File: src/rtl/gpio_in_ctrl_if.sv
// Single-cycle request/acknowledge register bus between the core and gpio_in_ctrl.
`timescale 1ns/1ps
interface gpio_in_ctrl_if;
    logic        req_i;
    logic        we_i;
    logic [3:0]  addr_i;
    logic [31:0] wdata_i;
    logic [31:0] rdata_o;
    logic        ack_o;

    modport master (
        output req_i, we_i, addr_i, wdata_i,
        input  rdata_o, ack_o
    );

    modport slave (
        input  req_i, we_i, addr_i, wdata_i,
        output rdata_o, ack_o
    );
endinterface

File: src/rtl/gpio_in_ctrl.sv
// Switch/key input peripheral: 2-FF synchroniser, per-bit debounce, sticky edge
// capture with selectable polarity, four-word register map and a level interrupt.
`timescale 1ns/1ps
module gpio_in_ctrl #(
    parameter int unsigned         NUM_IN          = 12,
    parameter int unsigned         DEBOUNCE_CYCLES = 250000,
    parameter logic [NUM_IN-1:0]   INIT_LEVEL      = NUM_IN'(12'hC00)
) (
    input  logic              clk,
    input  logic              rst,
    input  logic [NUM_IN-1:0] in_i,
    gpio_in_ctrl_if.slave     bus,
    output logic              irq_o
);
    localparam int unsigned     CW      = $clog2(DEBOUNCE_CYCLES);
    localparam logic [CW-1:0]   CNT_MAX = CW'(DEBOUNCE_CYCLES - 1);

    typedef enum logic [1:0] {
        REG_LEVEL  = 2'd0,
        REG_EDGE   = 2'd1,
        REG_IRQ_EN = 2'd2,
        REG_POL    = 2'd3
    } reg_sel_e;

    logic [NUM_IN-1:0] sync1, sync2, level;
    logic [CW-1:0]     cnt [NUM_IN];
    logic [NUM_IN-1:0] edge_q, irq_en, pol;
    logic [NUM_IN-1:0] fire, cap_set, edge_clr;
    logic [31:0]       rd_word;
    reg_sel_e          sel;
    logic              wr_en, rd_en;
    logic              unused_bits;

    assign unused_bits = ^{bus.addr_i[1:0], bus.wdata_i};

    always_comb begin
        fire    = '0;
        cap_set = '0;
        for (int unsigned i = 0; i < NUM_IN; i++) begin
            fire[i]    = (sync2[i] != level[i]) && (cnt[i] == CNT_MAX);
            // sync2 is the level being adopted, so POL picks which direction counts.
            cap_set[i] = fire[i] && (pol[i] ? ~sync2[i] : sync2[i]);
        end
    end

    always_comb begin
        sel      = reg_sel_e'(bus.addr_i[3:2]);
        wr_en    = bus.req_i && bus.we_i;
        rd_en    = bus.req_i && !bus.we_i;
        edge_clr = (wr_en && sel == REG_EDGE) ? bus.wdata_i[NUM_IN-1:0] : '0;
        rd_word  = '0;
        case (sel)
            REG_LEVEL:  rd_word[NUM_IN-1:0] = level;
            REG_EDGE:   rd_word[NUM_IN-1:0] = edge_q;
            REG_IRQ_EN: rd_word[NUM_IN-1:0] = irq_en;
            REG_POL:    rd_word[NUM_IN-1:0] = pol;
            default:    rd_word = '0;
        endcase
    end

    always_ff @(posedge clk or negedge rst) begin
        if (!rst) begin
            sync1 <= INIT_LEVEL;
            sync2 <= INIT_LEVEL;
            level <= INIT_LEVEL;
            for (int unsigned i = 0; i < NUM_IN; i++) begin
                cnt[i] <= '0;
            end
        end else begin
            sync1 <= in_i;
            sync2 <= sync1;
            for (int unsigned i = 0; i < NUM_IN; i++) begin
                if (sync2[i] == level[i]) begin
                    cnt[i] <= '0;
                end else if (fire[i]) begin
                    level[i] <= sync2[i];
                    cnt[i]   <= '0;
                end else begin
                    cnt[i] <= cnt[i] + CW'(1);
                end
            end
        end
    end

    always_ff @(posedge clk or negedge rst) begin
        if (!rst) begin
            edge_q      <= '0;
            irq_en      <= '0;
            pol         <= '0;
            irq_o       <= 1'b0;
            bus.ack_o   <= 1'b0;
            bus.rdata_o <= '0;
        end else begin
            // Set after clear so a capture coinciding with a W1C survives.
            edge_q      <= (edge_q & ~edge_clr) | cap_set;
            irq_o       <= |(edge_q & irq_en);
            bus.ack_o   <= bus.req_i;
            bus.rdata_o <= rd_en ? rd_word : '0;
            if (wr_en && sel == REG_IRQ_EN) begin
                irq_en <= bus.wdata_i[NUM_IN-1:0];
            end
            if (wr_en && sel == REG_POL) begin
                pol <= bus.wdata_i[NUM_IN-1:0];
            end
        end
    end
endmodule

File: src/flat_wrapper.sv
// flat-port wrapper written by rule: the top's interface ports become plain ports
module gpio_in_ctrl_flat 
#(
    parameter int unsigned         NUM_IN          = 12,
    parameter int unsigned         DEBOUNCE_CYCLES = 250000,
    parameter logic [NUM_IN-1:0]   INIT_LEVEL      = NUM_IN'(12'hC00)
)
  (clk, rst, in_i, irq_o, bus_req_i, bus_we_i, bus_addr_i, bus_wdata_i, bus_rdata_o, bus_ack_o);
  gpio_in_ctrl_if bus_i ();
  input  logic clk;
  input  logic rst;
  input  logic [NUM_IN-1:0] in_i;
  output logic irq_o;
  input wire logic [$bits(bus_i.req_i)-1:0] bus_req_i;
  input wire logic [$bits(bus_i.we_i)-1:0] bus_we_i;
  input wire logic [$bits(bus_i.addr_i)-1:0] bus_addr_i;
  input wire logic [$bits(bus_i.wdata_i)-1:0] bus_wdata_i;
  output wire logic [$bits(bus_i.rdata_o)-1:0] bus_rdata_o;
  output wire logic [$bits(bus_i.ack_o)-1:0] bus_ack_o;
  assign bus_i.req_i = bus_req_i;
  assign bus_i.we_i = bus_we_i;
  assign bus_i.addr_i = bus_addr_i;
  assign bus_i.wdata_i = bus_wdata_i;
  assign bus_rdata_o = bus_i.rdata_o;
  assign bus_ack_o = bus_i.ack_o;
  gpio_in_ctrl #(.NUM_IN(NUM_IN), .DEBOUNCE_CYCLES(DEBOUNCE_CYCLES), .INIT_LEVEL(INIT_LEVEL)) u_core (.clk(clk), .rst(rst), .in_i(in_i), .bus(bus_i), .irq_o(irq_o));
endmodule
File: config.mk
export PLATFORM = sky130hd
export DESIGN_NAME = gpio_in_ctrl_flat
export DESIGN_NICKNAME = d
export VERILOG_FILES = /design/src/rtl/gpio_in_ctrl_if.sv /design/src/rtl/gpio_in_ctrl.sv /design/src/flat_wrapper.sv
export SDC_FILE = /design/constraint.sdc
export NUM_CORES = 1
export LEC_CHECK = 0
export BUFFER_PORTS_ARGS = -buffer_cell sky130_fd_sc_hd__buf_4
export CORE_MARGIN = 3
export CORE_UTILIZATION = 45
export DETAILED_ROUTE_END_ITERATION = 12
export PLACE_DENSITY = 0.73
export SETUP_SLACK_MARGIN = 0.3
export SYNTH_ARGS = -nofsm -noshare
export SYNTH_HDL_FRONTEND = slang
export SYNTH_SLANG_ARGS = --single-unit
File: constraint.sdc
create_clock -name clk -period 3.35 [get_ports clk]
set_input_delay 0.67 -clock clk [delete_from_list [all_inputs] [get_ports clk]]
set_output_delay 0.67 -clock clk [all_outputs]
set_load 0.005 [all_outputs]
* Yosys cells after proc, flatten, opt, wreduce, memory -nomap -nowiden
Index checks and enable logic that the tools add are counted.
** Storage, ports and cells
- Register bits after elaboration :: 322
- Input port bits :: 52
- Output and inout port bits :: 34
- Logic and storage cells :: 194
** Operators by class
- Add/sub/neg operators :: 12
- Equality and inequality tests :: 39
- Mux-type cells :: 39
- Bitwise logic cells :: 28
- Reduce and logical (&&, ||, !) cells :: 44
** Operators with widths (number)
- $mux W18 :: 24
- $add A18 B1 Y18 const B :: 12
- $eq A18 B18 Y1 const B :: 12
- $pmux W12 S4 :: 1
- $logic_and A1 B1 Y1 :: 29
- $and A12 B12 Y12 :: 2
- $mux W12 :: 2
- $not A1 Y1 :: 24
- $reduce_and A2 Y1 :: 12
- $eq A1 B1 Y1 :: 12
- $mux W1 :: 12
- $ne A1 B1 Y1 :: 12
- $not A12 Y12 :: 1
- $or A12 B12 Y12 :: 1
- $reduce_or A12 Y1 :: 1
- $eq A2 B2 Y1 const B :: 2
- $eq A2 B1 Y1 const B :: 1
- $logic_not A2 Y1 :: 1
- $logic_not A1 Y1 :: 1

* Depth between registers and ports, before layout
Gate-level depths: netlist of run 1.
- Word-level depth :: 6
- Mapped depth :: 6
- Gate-level depth less buffers :: 5

* Least setup slack after synthesis of run 1
OpenSTA, ideal clock, no wires.
- Path kind :: register to register
- From :: register u_core.cnt[108] (netlist bit)
- To :: register u_core.cnt[116] (netlist bit)
- Setup time :: 0.119 ns
- Arrival time :: 1.929 ns
- Data required time :: 3.231 ns
- Setup slack :: 1.303 ns
- Cell stages (with the launch flop) :: 7
- Path buffers :: 1
- Period minus slack after synthesis :: 2.047 ns
- Cell sequence :: dfrtp_1 -> ha_1 -> nand4_1 -> or4_1 -> o31ai_4 -> buf_4 -> nor2_1
** On the way
- Word-level cells in the longest chain between the ends :: 4
- Elaborated cells on any way between the ends :: 5
- Those cells by class :: add/sub (1); eq/ne (1); mux (2); reduce/logical (1)
** RTL lines
- start: declaration :: line gpio_in_ctrl.sv:26 : logic [CW-1:0] cnt [NUM_IN];
- start signal: indexed assignment :: line gpio_in_ctrl.sv:79 : cnt[i] <= cnt[i] + CW'(1);
- parallel branches: the longest is 2 deep, another holds $add A18 B1 Y18
- $mux W18 * :: line gpio_in_ctrl.sv:75 : end else if (fire[i]) begin
- $mux W18 * :: line gpio_in_ctrl.sv:73 : if (sync2[i] == level[i]) begin
Every way passes the cells marked *.
A chain may end at the register's enable or synchronous reset.

* Worst setup path in the final report of run 1
- From :: register u_core.cnt[108] (netlist bit)
- To :: register u_core.cnt[110] (netlist bit)
Same word-level chain as after synthesis.

==> impl_results.md, run 1 <==
* Internal power at 6.20 mW
* Clk pin slew, worst setup/hold paths at 60 ps
* P&R area growth vs syn at 12.8%
* Final setup fails at 0
* Total CTS buffers at 34
* CTS root buf: clkbuf_16
* Vias at 10.1k
* Placed Cells at 1805
* Antenna cells at 0
* GR Layer Usage met3 at 3.20%
* Peak supply drop at 273 µV
* GRT met2 Usage at 28.0%
* Critical Path Max Stage Delay at 630 ps
* CTS tree: yes
* PortBufs at 43
* MaxCap Viol Count at 0
* Setup TNS Final at 0 ps
* Clk_lat worst skew at 510 ps
* Most used routing layer: met2
* Row cnt at 64
* NumNets Final at 1509
* HPWL after detailed placement at 18800 µm
* Worst path slowest cell: or4_1
* Clock power share at 45.8%
* Post-Route Skew at 11.9 ps
* Fillers at 2666
* Worst Tran Pin Value at 951 ps
* FFs w/ async S/R, synth at 100%
* DR WL/cell at 14.8 µm
* Period Utilization, post-route at 74.8%
* Area leader, netlist: dfrtp_1
* Post-cts hold buffer count at 0
* Clock period minus worst slack at 2510 ps
* Slew Limit Fails at 0
* Wire length of the first global-routing pass at 47600 µm
* Setup crit end kind: register
* Crit Path Category: reg -> reg
* Post-route setup slack at 843 ps
* Syn avg cell area at 10.5 µm²
* DIE HEIGHT at 185 µm
* Post-synth EDFFs at 0
* Worst slew margin at 36.4%
* Final Hold Vio Count at 0
* Netlist Area Pre-Place at 14400 µm²
* FF+latch count, synth at 302
* Flop-to-flop setup slack at 840 ps
* Die W at 185 µm
* Register area share after synthesis at 52.4%
* Synth top area share at 51.3%
* Longest Clk Path Bufs at 3
* Vias in the first global route at 9977
* Drt pass-1 iters at 5
* Hold Path Class: in -> async
* R2r endpoint: u_core.cnt[110]
* Beginning of the worst register-to-register path: u_core.cnt[108]
* Sequential Area at 7560 µm²
* # DRC at 0
* Outcome: completed
* Total wire length at 27600 µm
* GR Overflow Total at 0
* FF-to-FF path depth at 5
* Ys flop type: dfrtp_1
* Gpl congestion at 0.840
* I/O Pins at 86
* Core ar. at 31100 µm²
* Non-filler cells, final at 1867
* Sequential share of power at 49.0%
* Psw at 1.77 mW
* Crit path launch type: register
* Largest net degree at the start of global routing at 82
* Combinational share of power at 5.3%
* Cts repair resizes at 0
* Met1 global-route usage at 21.8%
* Synth cell types at 52
* Vias per Instance at 5.41
* Crit path required time at 3710 ps
* Sw Share at 22.2%
* Cells along the critical path: ha_1 > nand4_1 > or4_1 > o31ai_4 > nor2_1
* Initial Utilization at 46.5%
* Layout cell share with drive strength beyond 1 at 12.6%
* Synth warnings at 0
* DR iter-0 viols at 528
* CP max FO at 18
* Final hold slack at 141 ps
* Top area cells in the synthesized netlist: dfrtp_1 51%, xnor2_1 8.6%, nor2_1 6.5%
* Pwr dens at 490 nW/µm²
* RSZ-0062 raised after global routing: no
* CTS sink cnt at 302
* Multi-input logic area at 6520 µm²
* Post-place setup slack at 864 ps
* Die ar. at 34300 µm²
* Count leader, synth: dfrtp_1
* # Post-CTS Setup Buffers at 0
* Detail Route Antenna Nets at 0
* Max Freq at 399 MHz
* Gate Count Post-Synth at 1379
* CP arrival at 2870 ps
* Initial antenna violation count at 0
* GR Util All Layers at 16.6%
* H-tree depth at 2
* Synth cell count leaders: 296 x dfrtp_1, 249 x nor2_1, 141 x xnor2_1
* Leak at 6.63 nW
* Tot Pwr at 7.97 mW
stage by stage:
step | utilization (%) | cell area (µm²)
detailed placement | 48.8 | 15200
global placement | 48.8 | 15200
global route | 52.4 | 16300
finish | 52.4 | 16300
floorplan | - | 14500
CTS | 52.4 | 16300
layout make-up:
type,count,share of cell area (%)
inverters,39,0.899
clock inverters,9,0.469
clock buffers,53,6.42
multi-input cells,1014,40.0
repair buffers,54,2.69
flip-flops and latches,302,46.5
well taps,396,3.04
flip-flops by register name, indices dropped and copies added, names as in the netlist:
register	count
u_core.bus.ack_o	1
u_core.bus.rdata_o	12
u_core.cnt	216
u_core.edge_q	12
u_core.irq_en	12
u_core.irq_o	1
u_core.level	12
u_core.pol	12
u_core.sync1	12
u_core.sync2	12
per-layer routing:
layer  wire length [µm]  vias to the layer above
met5                  0                        -
met4                622                        0
met3               1030                       41
met2              13300                      164
met1              12600                     4978
li1                   -                     4925
logic make-up (layout without fill, tap and decap cells):
logic type               after synthesis  in the layout  share of synthesized area, %
AND/OR/NAND/NOR                      671            671                          23.2
adder cells (fa/ha/maj)               12             12                          1.04
AO/OA/AOI/OAI                         73             73                          4.19
buffers and inverters                 82            155                          2.94
XOR/XNOR                             189            189                          11.5
multiplexers                          49             49                          4.75
other                                  1             20                        0.0260
flip-flops                           302            302                          52.4
power groups by stage:
stage          clock network [mW]  logic, mW  registers (mW)
2_1_floorplan                   0      0.269            3.93
3_3_place_gp                    0      0.420            3.96
3_5_place_dp                    0      0.431            3.96
4_1_cts                      3.75      0.435            3.90
5_1_grt                      3.92      0.481            3.92
6_report                     3.65      0.422            3.90
worst max-delay path, delay by kind of cell (launching register included):
kind,cells,cell delay (ps)
compound gates,1,630
simple gates,3,1060
fa+ha+maj,1,250
flops,1,400
worst max-delay path by stage:
stage                                from              end  slack (ps)
after global placement    u_core.cnt[108]  u_core.cnt[112]         990
after detailed placement  u_core.cnt[108]  u_core.cnt[115]         860
after global routing      u_core.cnt[108]  u_core.cnt[110]         660
after floorplan           u_core.cnt[108]  u_core.cnt[116]        1300
final                     u_core.cnt[108]  u_core.cnt[110]         840
after CTS                 u_core.cnt[108]  u_core.cnt[110]         820
cell usage in the layout, fill, tap and decap left out, drive strengths merged, types with 2 or more instances in the layout:
master  count
a21oi      18
a221oi      3
a22o       13
and2        2
and3        9
and4        6
buf        54
clkbuf     53
clkinv      6
conb       20
dfrtp     296
dfstp       6
ha         12
inv        40
mux2       36
mux4       12
nand2      91
nand2b      5
nand3      66
nand3b      2
nand4      67
nor2      249
nor2b      12
nor3       42
nor3b       2
nor4       58
nor4b      10
o21ai      23
o31ai       8
o41ai       6
or2         7
or3        14
or4        21
or4b        4
xnor2     141
xor2       48
No activity file was read; power rests on OpenSTA's default activity.
==> run 2, diff against run 1 <==
Clock period 3.35 ns to 2.6 ns, I/O delays scaled along.
==> impl_results.md, run 2 (synthesized netlist as in run 1, its figures left out) <==
* CP arrival at 2600 ps (-270 ps)
* Vias at 10.1k (-0.089%)
* Final setup fails at 0 (unchanged)
* Clk_lat worst skew at 550 ps (+40 ps)
* Wire length of the first global-routing pass at 48500 µm (+2.1%)
* P&R area growth vs syn at 13.5%
* Detail Route Antenna Nets at 0 (unchanged)
* CTS root buf: clkbuf_16
* Setup crit end kind: register
* Failing checks: negative hold slack
* Flop-to-flop setup slack at 410 ps (-430 ps)
* Total wire length at 28000 µm (+1.4%)
* NumNets Final at 1521 (+0.80%)
* Die ar. at 34300 µm² (unchanged)
* Vias per Instance at 5.38 (-0.67%)
* Crit path launch type: register
* Clk pin slew, worst setup/hold paths at 60 ps (about the same)
* Hold Path Class: in -> async
* GR Util All Layers at 16.8% (+0.24 points)
* Setup TNS Final at 0 ps (unchanged)
* Critical Path Max Stage Delay at 550 ps (-80 ps)
* Total CTS buffers at 31 (-8.8%)
* MaxCap Viol Count at 0 (unchanged)
* Placed Cells at 1818 (+0.72%)
* Commonest non-fill, non-tap cell in the layout: dfrtp_1
* Top delay family on crit path: simple AND/OR/NAND/NOR gates
* DIE HEIGHT at 185 µm (unchanged)
* Post-cts hold buffer count at 0 (unchanged)
* Clock period minus worst slack at 2190 ps (-317 ps)
* # DRC at 0 (unchanged)
* Initial Utilization at 46.5% (unchanged)
* Longest Clk Path Bufs at 3 (unchanged)
* Commonest non-fill, non-tap cells in the layout: 296 x dfrtp_1, 249 x nor2_1, 141 x xnor2_1
* Worst Tran Pin Value at 826 ps (-126 ps)
* Row cnt at 64 (unchanged)
* R2r endpoint: u_core.cnt[153]
* Top reg by flops: u_core.cnt
* Max FFs per register at 216 (unchanged)
* HPWL after detailed placement at 19400 µm (+3.0%)
* Worst slew margin at 44.7% (+8.3 points)
* I/O Pins at 86 (unchanged)
* H-tree depth at 1 (-1)
* Max Freq at 457 MHz (+14%)
* Crit Path Category: reg -> reg
* Post-Route Skew at 8.18 ps (-3.69 ps)
* Drt pass-1 iters at 5 (unchanged)
* GR Overflow Total at 0 (unchanged)
* Period Utilization, post-route at 84.2% (+9.4 points)
* Final Hold Vio Count at 6 (+6)
* Vias in the first global route at 10.1k (+1.7%)
* Initial antenna violation count at 2 (+2)
* Peak supply drop at 449 µV (+64%)
* Gpl congestion at 0.852 (+1.4%)
* Slew Limit Fails at 0 (unchanged)
* Leak at 6.69 nW (+0.95%)
* CP Buf/Inv Count at 0 (unchanged)
* CP max FO at 18 (unchanged)
* CTS tree: yes
* Die W at 185 µm (unchanged)
* Non-filler cells, final at 1878 (+0.59%)
* Core ar. at 31100 µm² (unchanged)
* Outcome: complete, but fails checks
* RSZ-0062 raised after global routing: no
* Crit path required time at 3010 ps (-700 ps)
* Largest net degree at the start of global routing at 89 (+8.5%)
* Beginning of the worst register-to-register path: u_core.cnt[148]
* Layout cell share with drive strength beyond 1 at 13.6% (+1.1 points)
* DR WL/cell at 14.9 µm (+0.78%)
* PortBufs at 43 (unchanged)
* DR iter-0 viols at 556 (+5.3%)
* CTS sink cnt at 302 (unchanged)
* Final hold slack at -37.3 ps (-178 ps)
* Cells along the critical path: or4b_1 > or4_4 > o21ai_4 > nor2_1
* Pwr dens at 620 nW/µm² (+27%)
* Worst path slowest cell: or4b_1
* FF-to-FF path depth at 4 (-1)
run 2: cell types whose count changed in the layout (fill, tap and decap cells not counted), sizes merged:
cell,delta
buf,+15
clkbuf,-15
clkinv,+6
bufinv,+4
diode,+2
clkinvlp,-1
run 2: layout make-up:
class	instances	area, µm²
fill	2633	14700
sequential	302	7560
multi-input combinational	1014	6520
clock buffer	38	832
timing repair buffer	69	601
tap	396	495
clock inverter	18	223
inverter	39	146
antenna	2	5.00
run 2: metrics by stage:
stage                     util (%)  total power [mW]  worst slack, ps  cell area [µm²]
after floorplan                  -              5.41              553            14500
after global placement        49.3              5.66              383            15300
after detailed placement      49.3              5.69              305            15300
after CTS                     52.7              10.3              364            16400
after global routing          52.8              10.6              306            16400
final                         52.8              10.2              410            16400
run 2: metal layers:
metal | vias up | wire, µm | track usage, %
li1 | 4949 | - | -
met1 | 4934 | 12800 | 23.0
met2 | 166 | 13300 | 27.9
met3 | 50 | 1090 | 2.28
met4 | 0 | 750 | 5.49
met5 | - | 0 | 0
run 2: report_power, final:
part           total (mW)  switching, mW  internal (mW)  leakage (nW)
Sequential           5.03          0.158           4.87          4.07
Combinational       0.568          0.300          0.267          2.09
Clock                4.56           1.80           2.76         0.531
Total                10.2           2.26           7.90          6.69
run 2: repair_timing:
action | 4_1_cts | 5_1_grt
gates resized for setup | 1 | 1
endpoints found under the setup margin | 1 | 29
buffers inserted | 0 | 2
pin swaps | 0 | 1
run 2: how the worst max path moves through the flow:
stage / startpoint / to / slack (ps) / cells after the start
finish: u_core.cnt[148] / u_core.cnt[153] / 410 / 4
global route: u_core.cnt[95] / u_core.cnt[92] / 310 / 4
detailed placement: u_core.cnt[108] / u_core.level[5] / 310 / 5
CTS: u_core.cnt[108] / u_core.level[5] / 360 / 5
floorplan: u_core.cnt[108] / u_core.cnt[118] / 550 / 6
global placement: u_core.cnt[108] / u_core.level[5] / 380 / 5
==> run 3, diff against run 2 <==
Clock period 2.6 ns to 2.3 ns, I/O delays scaled along.
==> impl_results.md, run 3 (synthesized netlist as in run 1, its figures left out) <==
* Outcome: completed
* Clk_lat worst skew at 510 ps (-40 ps)
* CP max FO at 3 (-15)
* Setup TNS Final at 0 ps (unchanged)
* DIE HEIGHT at 185 µm (unchanged)
* Slew Limit Fails at 0 (unchanged)
* PortBufs at 43 (unchanged)
* Max Freq at 483 MHz (+5.8%)
* Crit Path Category: reg -> reg
* Critical Path Max Stage Delay at 570 ps (+20 ps)
* Commonest non-fill, non-tap cell in the layout: dfrtp_1
* Final hold slack at 60.1 ps (+97.4 ps)
* Crit path required time at 2680 ps (-330 ps)
* H-tree depth at 2 (+1)
* GR Overflow Total at 0 (unchanged)
* CP startpoint: u_core.cnt[94]
* CP Buf/Inv Count at 0 (unchanged)
* Die ar. at 34300 µm² (unchanged)
* CTS root buf: clkbuf_16
* Post-Route Skew at 15.1 ps (+6.89 ps)
* DR WL/cell at 14.7 µm (-1.3%)
* Peak supply drop at 403 µV (-10%)
* DR iter-0 viols at 642 (+15%)
* I/O Pins at 86 (unchanged)
* Core ar. at 31100 µm² (unchanged)
* Total CTS buffers at 34 (+9.7%)
* Min-delay src: in_i[8]
* Vias per Instance at 5.36 (-0.39%)
* Post-place setup slack at 210 ps (-95.3 ps)
* Initial Utilization at 46.5% (unchanged)
* CP arrival at 2450 ps (-150 ps)
* MaxCap Viol Count at 0 (unchanged)
* Worst slew margin at 59.7% (+15 points)
* Pwr dens at 718 nW/µm² (+16%)
* Initial antenna violation count at 2 (unchanged)
* Final Hold Vio Count at 0 (-6)
* GR Util All Layers at 16.7% (-0.14 points)
* HPWL after detailed placement at 18900 µm (-2.4%)
* Largest net degree at the start of global routing at 83 (-6.7%)
* Vias in the first global route at 9954 (-1.9%)
* GRT met2 Usage at 27.3% (-0.59 points)
* Max FFs per register at 216 (unchanged)
* Wire length of the first global-routing pass at 47800 µm (-1.5%)
* Total wire length at 28200 µm (+0.74%)
* Beginning of the worst register-to-register path: u_core.cnt[94]
* Top delay family on crit path: simple AND/OR/NAND/NOR gates
* Setup crit end kind: register
* Period Utilization, post-route at 90.0% (+5.7 points)
* Layout cell share with drive strength beyond 1 at 16.3% (+2.6 points)
* Longest Clk Path Bufs at 3 (unchanged)
* Hold Path Class: in -> reg
* RSZ-0062 raised after global routing: yes
* Vias at 10.3k (+1.6%)
* Worst path slowest cell: or4_4
* Met1 global-route usage at 22.9% (-0.12 points)
* Top reg by flops: u_core.cnt
* Commonest non-fill, non-tap cells in the layout: 296 x dfrtp_1, 246 x nor2_1, 141 x xnor2_1
* Final setup fails at 0 (unchanged)
* Cells along the critical path: or4b_4 > or4_4 > nor2_4 > mux2_4
* Detail Route Antenna Nets at 0 (unchanged)
* CTS tree: yes
* Crit path launch type: register
* Row cnt at 64 (unchanged)
* Clock period minus worst slack at 2070 ps (-121 ps)
* Die W at 185 µm (unchanged)
* CTS sink cnt at 302 (unchanged)
* Final core occ at 54.5% (+1.7 points)
* Most used routing layer: met2
* # DRC at 0 (unchanged)
* Clk pin slew, worst setup/hold paths at 60 ps (about the same)
* Fillers at 2593 (-1.5%)
* NumNets Final at 1556 (+2.3%)
* Worst Tran Pin Value at 599 ps (-227 ps)
* Leak at 6.96 nW (+4.0%)
* Drt pass-1 iters at 8 (+3)
* GR Layer Usage met3 at 3.04% (+0.77 points)
* P&R area growth vs syn at 17.3%
* Gpl congestion at 0.841 (-1.3%)
* Post-route setup slack at 230 ps (-179 ps)
## run 3: changes by cell type in the layout (fill, tap and decap cells not counted), sizes merged
cell / before / now
clkbuf: 38 / 51
clkinv: 12 / 5
dlygate4sd3: 0 / 1
clkinvlp: 0 / 1
buf: 69 / 100
inv: 40 / 39
## run 3: stage by stage
step / area [µm²] / std cells / power, mW
floorplan: 14500 / 1398 / 6.11
global placement: 15400 / 1827 / 6.40
detailed placement: 15400 / 1827 / 6.42
CTS: 16800 / 1900 / 12.3
global route: 16900 / 1916 / 12.7
finish: 16900 / 1916 / 12.1
## run 3: worst paths after layout
check	cells after the start	endpoint	slack, ps
hold / removal	1	u_core.sync1[8]	60
min in group asynchronous	2	u_core.cnt[63]	480
setup reg to reg	4	u_core.level[6]	230
hold reg to reg	0	u_core.sync2[1]	340
setup / recovery	4	u_core.level[6]	230
max in group asynchronous	3	u_core.cnt[146]	1040
## run 3: repair_timing
item                                    in CTS  in global routing
cloned                                       0                  0
hold endpoints to repair                    50                  0
hold buffers                                 1                  0
endpoints found under the setup margin      71                 82
buffers inserted                            10                 14
pin swaps                                    6                 10
resized for setup                            3                 12
## run 3: routing by layer
layer,up-vias,share of wire (%)
met4,0,2.5
met5,-,0
met2,180,47
met3,53,4.3
li1,5017,-
met1,5013,46
## run 3: cell type report
cell class	count	area, µm²	share of cell area, %
flip-flops and latches	302	7560	44.7
clock inverters	11	183	1.08
well taps	396	495	2.93
inverters	39	146	0.865
multi-input cells	1014	6620	39.1
clock buffers	51	1050	6.19
repair buffers	101	860	5.08
diodes	2	5.00	0.0296
## run 3: power by group
part	internal, mW	leakage, nW	switching (mW)	total, mW
logic	0.309	2.29	0.334	0.643
clock network	3.72	0.605	2.11	5.83
registers	5.51	4.07	0.172	5.68
